===== config.mk =====
export PLATFORM = sky130hd
export DESIGN_NAME = spi_word_fifo
export DESIGN_NICKNAME = d
export VERILOG_FILES = /design/src/rtl/spi_pkg.sv /design/src/rtl/sync_fifo.sv /design/src/rtl/spi_word_fifo.sv
export SDC_FILE = /design/constraint.sdc
export NUM_CORES = 2
export LEC_CHECK = 0
export CAP_MARGIN = 20
export CELL_PAD_IN_SITES_DETAIL_PLACEMENT = 1
export CELL_PAD_IN_SITES_GLOBAL_PLACEMENT = 1
export CORE_ASPECT_RATIO = 0.8
export CORE_MARGIN = 2
export CORE_UTILIZATION = 55
export DETAILED_ROUTE_END_ITERATION = 6
export PLACE_DENSITY = 0.74
export SLEW_MARGIN = 20
export SYNTH_ARGS = -nofsm -noshare
export SYNTH_HDL_FRONTEND = slang
export SYNTH_HIERARCHICAL = 1
export SYNTH_SLANG_ARGS = --single-unit
export TNS_END_PERCENT = 10

===== constraint.sdc =====
create_clock -name CLK -period 6.35 [get_ports CLK]
set_input_delay 1.5875 -clock CLK [delete_from_list [all_inputs] [get_ports CLK]]
set_output_delay 1.5875 -clock CLK [all_outputs]
set_load 0.02 [all_outputs]

===== src/rtl/spi_pkg.sv =====
// Shared defaults and entry-width constant for the SPI byte-to-word FIFO.
package spi_pkg;
  localparam int SPI_DATA_W         = 8;
  localparam int SPI_BYTES_PER_WORD = 2;
  localparam int SPI_DEPTH          = 160;
  // One FIFO entry: mode flag on top of the packed word.
  localparam int SPI_ENTRY_W        = 1 + SPI_BYTES_PER_WORD * SPI_DATA_W;
endpackage


===== src/rtl/sync_fifo.sv =====
// Single-clock FIFO storage with explicit modulo-DEPTH pointers and an
// occupancy counter; flush clears everything and wins over push/pop.
module sync_fifo #(
  parameter int WIDTH = spi_pkg::SPI_ENTRY_W,
  parameter int DEPTH = spi_pkg::SPI_DEPTH,
  localparam int PTR_W = (DEPTH > 1) ? $clog2(DEPTH) : 1,
  localparam int LVL_W = $clog2(DEPTH + 1)
) (
  input  logic             clk,
  input  logic             rst_n,
  input  logic             flush,
  input  logic             push,
  input  logic [WIDTH-1:0] wdata,
  input  logic             pop,
  output logic [WIDTH-1:0] rdata,
  output logic [LVL_W-1:0] level,
  output logic             full,
  output logic             empty
);
  logic [WIDTH-1:0] mem_q [DEPTH];
  logic [PTR_W-1:0] wptr_q, wptr_d, rptr_q, rptr_d;
  logic [LVL_W-1:0] level_q, level_d;
  logic             do_push, do_pop;

  // Non-power-of-two depth: wrap by compare, not by overflow.
  function automatic logic [PTR_W-1:0] ptr_next(input logic [PTR_W-1:0] p);
    return (p == PTR_W'(DEPTH - 1)) ? '0 : p + 1'b1;
  endfunction

  assign full    = (level_q == LVL_W'(DEPTH));
  assign empty   = (level_q == '0);
  assign level   = level_q;
  assign do_push = push && !full && !flush;
  assign do_pop  = pop && !empty && !flush;
  assign rdata   = mem_q[rptr_q];

  // Next pointers and count; a push+pop pair leaves the count alone.
  always_comb begin
    wptr_d  = wptr_q;
    rptr_d  = rptr_q;
    level_d = level_q;
    if (flush) begin
      wptr_d  = '0;
      rptr_d  = '0;
      level_d = '0;
    end else begin
      if (do_push) wptr_d = ptr_next(wptr_q);
      if (do_pop)  rptr_d = ptr_next(rptr_q);
      case ({do_push, do_pop})
        2'b10:   level_d = level_q + 1'b1;
        2'b01:   level_d = level_q - 1'b1;
        default: level_d = level_q;
      endcase
    end
  end

  // Pointer and count registers.
  always_ff @(posedge clk or negedge rst_n) begin
    if (!rst_n) begin
      wptr_q  <= '0;
      rptr_q  <= '0;
      level_q <= '0;
    end else begin
      wptr_q  <= wptr_d;
      rptr_q  <= rptr_d;
      level_q <= level_d;
    end
  end

  // Storage array; contents are don't-care after reset.
  always_ff @(posedge clk) begin
    if (do_push) mem_q[wptr_q] <= wdata;
  end
endmodule


===== src/rtl/spi_word_fifo.sv =====
// Packs SPI bytes MSB-first into RAM words, passes mode bytes through as
// single entries, and queues both in a sync_fifo for the RAM side.
module spi_word_fifo
  import spi_pkg::*;
#(
  parameter int DATA_W         = SPI_DATA_W,
  parameter int BYTES_PER_WORD = SPI_BYTES_PER_WORD,
  parameter int DEPTH          = SPI_DEPTH,
  localparam int WORD_W        = BYTES_PER_WORD * DATA_W,
  localparam int LVL_W         = $clog2(DEPTH + 1)
) (
  input  logic              CLK,
  input  logic              RST_n,
  input  logic [DATA_W:0]   Data,
  input  logic              i_SPI_valid,
  output logic              o_SPI_ready,
  input  logic              i_flush,
  output logic [WORD_W-1:0] Data_RAM,
  output logic              Mode,
  output logic              o_RAM_valid,
  input  logic              i_RAM_ready,
  output logic [LVL_W-1:0]  o_level,
  output logic              o_full,
  output logic              o_empty,
  output logic              o_frag_drop
);
  localparam int ENTRY_W = 1 + WORD_W;
  localparam int CNT_W   = (BYTES_PER_WORD > 1) ? $clog2(BYTES_PER_WORD) : 1;
  localparam logic [CNT_W-1:0] LAST = CNT_W'(BYTES_PER_WORD - 1);

  logic [BYTES_PER_WORD-1:0][DATA_W-1:0] word_q, word_d;
  logic [CNT_W-1:0]   cnt_q, cnt_d;
  logic               frag_q, frag_d;
  logic               accept, fifo_push, mode_in;
  logic [DATA_W-1:0]  byte_in;
  logic [ENTRY_W-1:0] entry, head;

  assign mode_in     = Data[DATA_W];
  assign byte_in     = Data[DATA_W-1:0];
  assign accept      = i_SPI_valid && o_SPI_ready;
  assign o_SPI_ready = !o_full;
  assign o_RAM_valid = !o_empty;
  assign o_frag_drop = frag_q;
  assign Data_RAM    = head[WORD_W-1:0];
  assign Mode        = head[WORD_W];

  // Packer: byte n of a word lands in lane BYTES_PER_WORD-1-n; the final
  // byte pushes the whole word, a mode byte pushes alone and drops any
  // partial word.
  always_comb begin
    word_d    = word_q;
    cnt_d     = cnt_q;
    frag_d    = 1'b0;
    fifo_push = 1'b0;
    entry     = {1'b0, word_q};
    if (i_flush) begin
      cnt_d = '0;
    end else if (accept) begin
      if (mode_in) begin
        fifo_push = 1'b1;
        frag_d    = (cnt_q != '0);
        cnt_d     = '0;
        entry     = {1'b1, WORD_W'(byte_in) << (WORD_W - DATA_W)};
      end else begin
        for (int i = 0; i < BYTES_PER_WORD; i++)
          if (CNT_W'(BYTES_PER_WORD - 1 - i) == cnt_q) word_d[i] = byte_in;
        if (cnt_q == LAST) begin
          fifo_push = 1'b1;
          cnt_d     = '0;
          entry     = {1'b0, word_d};
        end else begin
          cnt_d = cnt_q + 1'b1;
        end
      end
    end
  end

  // Packer state and the registered fragment-drop pulse.
  always_ff @(posedge CLK or negedge RST_n) begin
    if (!RST_n) begin
      word_q <= '0;
      cnt_q  <= '0;
      frag_q <= 1'b0;
    end else begin
      word_q <= word_d;
      cnt_q  <= cnt_d;
      frag_q <= frag_d;
    end
  end

  sync_fifo #(.WIDTH(ENTRY_W), .DEPTH(DEPTH)) u_fifo (
    .clk   (CLK),
    .rst_n (RST_n),
    .flush (i_flush),
    .push  (fifo_push),
    .wdata (entry),
    .pop   (i_RAM_ready),
    .rdata (head),
    .level (o_level),
    .full  (o_full),
    .empty (o_empty)
  );
endmodule

# == Word level (Yosys, flattened, before mapping) ==
# Memory sizes are Yosys's and may differ from the RTL's.
# Index checks and enable logic that the tools add are counted.
# word_totals
ff_bits,42
ram_bits,2720
input_bits,14
out_inout_bits,30
n_memories,1
# memory_table
name,depth,width,read_ports,rd_clocked_by_memory_dff,wr,line_no,text
u_fifo.mem_q,160,17,1,0,1,sync_fifo.sv:20,logic [WIDTH-1:0] mem_q [DEPTH];
# classes
addsub,5
eq_ne,5
n_mux,27
bitwise_logic,2
reduce_logical,14
# ops
op,count
$mux W8,9
$mux W17,3
$add A8 B1 Y8 const B,3
$eq A8 B8 Y1 const B,3
$mux W16,1
$pmux W8 S2,1
$mux W1,13
$logic_not A8 Y1,1
$sub A8 B1 Y8 const B,1
$reduce_bool A2 Y1,3
$logic_and A1 B1 Y1,5
$logic_not A1 Y1,3
$reduce_and A3 Y1,1
$reduce_bool A3 Y1,1
$eq A2 B1 Y1 const B,1
$eq A2 B2 Y1 const B,1
$not A1 Y1,2
$add A1 B1 Y1 const B,1

# == Logic depth before layout (Yosys ltp) ==
# logic_depth
word_depth,10
mapped_depth,18

# == Cells and area by module ==
# The synthesis kept the hierarchy.
# by_module_without_submodules
module,instances,cells_each,area_each_um2,seq_area_each_um2
sync_fifo,1,4852,106015.4,82278.9
spi_word_fifo,1,66,947.2,450.4

# == Worst setup path after synthesis ==
# Ideal clock, no wire load.
# synth_timing
kind,input to register
startpoint,in i_SPI_valid
endpoint,mem u_fifo/mem_q[0][10] (netlist bit) (data pin)
setup_time_ps,422
arrival_time_ps,4533
required_ps,5928
path_slack_ps,1395
cell_stages,5
path_buffers,2
cell_sequence,nand2b_4 buf_6 nor3b_1 buf_2 mux2_2
# synth_between
elab_chain_len,3
# synth_lines
element,line_no,text
start: declaration,spi_word_fifo.sv:15,"input logic i_SPI_valid,"
$logic_and A1 B1 Y1,spi_word_fifo.sv:40,assign accept = i_SPI_valid && o_SPI_ready;
$mux W17,spi_word_fifo.sv:58,end else if (accept) begin
$mux W17,spi_word_fifo.sv:56,if (i_flush) begin
named net entry[10],spi_word_fifo.sv:36,"logic [ENTRY_W-1:0] entry, head;"
end: declaration,sync_fifo.sv:20,
# The timed path passes the listed nets, and every way through them passes these cells.

# == Worst setup path in the final report ==
# layout_timing
startpoint,reg u_fifo.rptr_q[3]
endpoint,out Data_RAM[10]
# layout_between
elab_chain_len,1
# layout_lines
element,line_no,text
start: declaration,sync_fifo.sv:21,"logic [PTR_W-1:0] wptr_q, wptr_d, rptr_q, rptr_d;"
start signal: assignment,sync_fifo.sv:65,rptr_q <= rptr_d;
$mem_v2 Z160 W17,n/a,
end: declaration,spi_word_fifo.sv:18,"output logic [WORD_W-1:0] Data_RAM,"
# No other way between the ends.

==> impl_metrics.ini <==
[clocking]
clock_latency_ns = 0.94
cts_tree = yes
clockBufferDepth = 4
cts.clk_slew.worst_paths_ns = 0.06
cts_buffers = 282
cts_root_buf = clkbuf_16
cts_sinks = 2762
htree_levels = 5

[cells_and_area]
seqCellArea_um2 = 82700
final_core_util = 0.633
synthToLayoutAreaGrowth_pct = 14.3
nets = 5434
fillCellCount = 15400
postLayoutCellArea_um2 = 122000
drive_above_1_share = 0.287
multi_input_area_um2 = 23000

[grt]
grtUsageTotal = 0.322
grt_overflow = 0
first_global_vias = 57500
grt_max_degree = 161
antenna_found_initial = 14
grt_pass1_wl_um = 446000

[synthesis]
ys_seq_area_frac = 0.773
synth_cell_type_count = 81
syn_nets = 4944
synth-edff-count = 2720
synth-main-ff-cell = edfxtp_1
syn_inst = 4918
ys_ff_latch = 2762
avgSynthCellArea_um2 = 21.7
synth_area_um2 = 107000
ys_warn_count = 6
synthArstFlopShare = 0.0152

[power]
power.total_w = 0.0475
seqPwrFrac = 0.448
combPwrFrac = 0.210
p_leak_nw = 38.4
p_int_w = 0.0347
swShare = 0.269
p_per_area_nw_per_um2 = 389
vdd_ir_drop_max_mv = 0.354
p_sw_w = 0.0128
power_frac_clock = 0.342

[hold_path]
hold_path_end = word_q[6]$_DFFE_PN0P_
hold_depth = 1
hp-class = flop to flop
min_from = word_q[6]$_DFFE_PN0P_

[timing]
max_freq_mhz = 155
report.final.slew_viol_count = 0
holdWs_ns = 0.535
setup_viol = 7
grt_setup_unrepaired = true
worstMarginPinSlew_ns = 1.20
fin_crit_sh = 1.02
setup_slack_ns = -0.0991
fin_setup_tns_ns = -0.348
slew_headroom = 0.200
finClkSkew_ns = 0.0495
fin_crit_ns = 6.45
hold_violations = 0

[worst_setup_path]
r2r-end = u_fifo/level[7]$_DFFE_PN0P_
r2r_setup_slack_ns = 0.68
startpoint_type = flop
reg2reg_depth = 16
crit_required_ns = 4.76
cp_data_arrival_time_ns = 4.86
worst_setup_path_end_kind = primary output
critPathKind = flop to primary output
path_max_fanout = 23
r2r-start = u_fifo/level[3]$_DFFE_PN0P_

[outcome]
status = finished, violations left
violations = negative setup slack

[die]
rows = 144
initial_core_util = 0.554
coreArea_um2 = 193000
pin_count = 44
die_w_um = 497
fp.dieArea_um2 = 198000
dieHeight_um = 398

[drt]
num_vias = 56600
vias_per_cell = 6.92
drc = 0
dr.pass1.iters = 5
drt.antenna.violating_nets = 0
wirelength_um = 317000
wl_per_cell_um = 38.8
drtIter0Drc = 8713

[placed_design]
dp_hpwl_um = 192000
gp_congestion = 0.897
dpl_cell_area_um2 = 113000
io_buffers = 43

[run]
max-cap-violations = 0
power by group through the flow:
| stage | Clock [W] | Sequential [W] | Combinational, W |
|---|---|---|---|
| CTS | 0.0164 | 0.0213 | 0.00982 |
| global route | 0.0170 | 0.0213 | 0.0104 |
| finish | 0.0162 | 0.0213 | 0.00997 |
| floorplan | 0 | 0.0217 | 0.00628 |
| detailed placement | 0 | 0.0218 | 0.00959 |
| global placement | 0 | 0.0217 | 0.00928 |
sequential cells by signal, summed over array words and instances, names as in the netlist, named ones only:
name / cells
cnt_q: 1
u_fifo/mem_q: 2720
u_fifo/level: 8
u_fifo/rptr_q: 8
u_fifo/wptr_q: 8
o_frag_drop: 1
word_q: 15
what timing repair did:
item / 4_1_cts / 5_1_grt
pin swaps: 3 / 2
hold buffers: 0 / 0
buffers inserted: 18 / 4
resized for setup: 20 / 14
gates cloned: 1 / 2
endpoints found under the setup margin: 17 / 9
critical path: stages (launching register included):
cell,delay (ns)
dfrtp_4,0.68
nor2b_4,0.24
buf_4,0.18
buf_4,0.16
nand2_1,0.34
o22ai_1,0.30
or4_1,0.70
o41ai_4,0.61
clkdlybuf4s50_1,0.72
per-layer routing:
metal  routed length [µm]  GRT usage  vias to the layer above  share of wire
li1                     -          -                    21700              -
met1               120000      0.466                    30200           0.38
met2               145000      0.483                     4047           0.46
met3                40100     0.0803                      640           0.13
met4                12200      0.115                        8          0.039
met5                   46          0                        -        0.00015
synthesized netlist by cell type, types with 15 or more instances:
cell type | n | area [µm²]
a211oi_1 | 39 | 293
a22oi_1 | 125 | 938
a22o_1 | 27 | 236
buf_6 | 26 | 293
a21oi_1 | 74 | 370
o21ai_0 | 38 | 190
buf_4 | 45 | 338
buf_1 | 15 | 56.3
edfxtp_1 | 2720 | 81700
buf_2 | 72 | 360
a221oi_1 | 32 | 280
nand3_1 | 42 | 210
nor2_1 | 214 | 803
clkbuf_1 | 93 | 349
buf_8 | 16 | 240
dfrtp_1 | 42 | 1050
o22ai_1 | 58 | 363
mux4_2 | 594 | 13400
mux2_2 | 27 | 304
nand2_1 | 148 | 556
mux2i_1 | 192 | 1920
mux4_1 | 22 | 578
area by class of cell:
class / count / area share
multi-input cells: 1869 / 0.188
repair buffers: 482 / 0.0358
inverters: 11 / 0.000358
diodes: 12 / 0.000246
well taps: 2555 / 0.0262
clock inverters: 124 / 0.00966
clock buffers: 357 / 0.0623
flip-flops and latches: 2762 / 0.677
per-stage QoR:
| step | setup slack, ns | instances |
|---|---|---|
| 2_1_floorplan | 1.40 | 4918 |
| 3_3_place_gp | 0.232 | 7652 |
| 3_5_place_dp | 0.213 | 7652 |
| 4_1_cts | -0.0710 | 8152 |
| 5_1_grt | -0.155 | 8161 |
| 6_report | -0.0991 | 8172 |
cells by family (layout without fill, tap and decap cells):
kind of cell	count (synthesis)	after routing	synth area share
AND/OR/NAND/NOR	505	506	0.0213
buffers and inverters	288	974	0.0175
other	0	12	0
flip-flops	2762	2762	0.773
multiplexers	837	837	0.152
adder cells (fa/ha/maj)	12	12	0.00147
AO/OA/AOI/OAI	502	502	0.0338
XOR/XNOR	12	12	0.000983
worst max-delay path by stage:
stage,from,to,cells past startpoint
floorplan,i_SPI_valid,u_fifo/mem_q[0][10]$_DFFE_PP_,5
global route,u_fifo/rptr_q[0]$_DFFE_PN0P_,Data_RAM[8],11
finish,u_fifo/rptr_q[3]$_DFFE_PN0P_,Data_RAM[10],8
detailed placement,u_fifo/rptr_q[0]$_DFFE_PN0P_,Data_RAM[4],9
global placement,u_fifo/rptr_q[0]$_DFFE_PN0P_,Data_RAM[4],9
CTS,u_fifo/rptr_q[2]$_DFFE_PN0P_,Data_RAM[4],8
layout by cell type (no fill, tap or decap), types with 9 or more instances in the layout:
cell type	synthesis	layout
edfxtp_1	2720	2720
a31oi_1	11	9
a22oi_1	125	123
nand4_1	10	10
ha_1	11	11
nor2_2	0	104
diode_2	0	12
mux2i_1	192	192
nand3_1	42	40
clkdlybuf4s50_1	0	29
clkinv_1	0	57
buf_4	45	396
clkbuf_1	93	62
nand2_1	148	148
nor2_1	214	108
bufinv_16	0	24
a21oi_1	74	73
o31ai_1	10	9
o21ai_0	38	38
o221ai_1	12	12
inv_1	11	10
mux2_2	27	19
mux4_2	594	594
a211oi_1	39	38
a22o_1	27	27
dfrtp_1	42	36
mux4_1	22	22
nor4_1	12	11
a221oi_1	32	30
o22ai_1	58	55
clkbuf_16	0	296
and2_1	12	11
nor3_1	12	10
buf_12	9	44
clkinv_2	0	32
No activity file was read; power rests on OpenSTA's default activity.
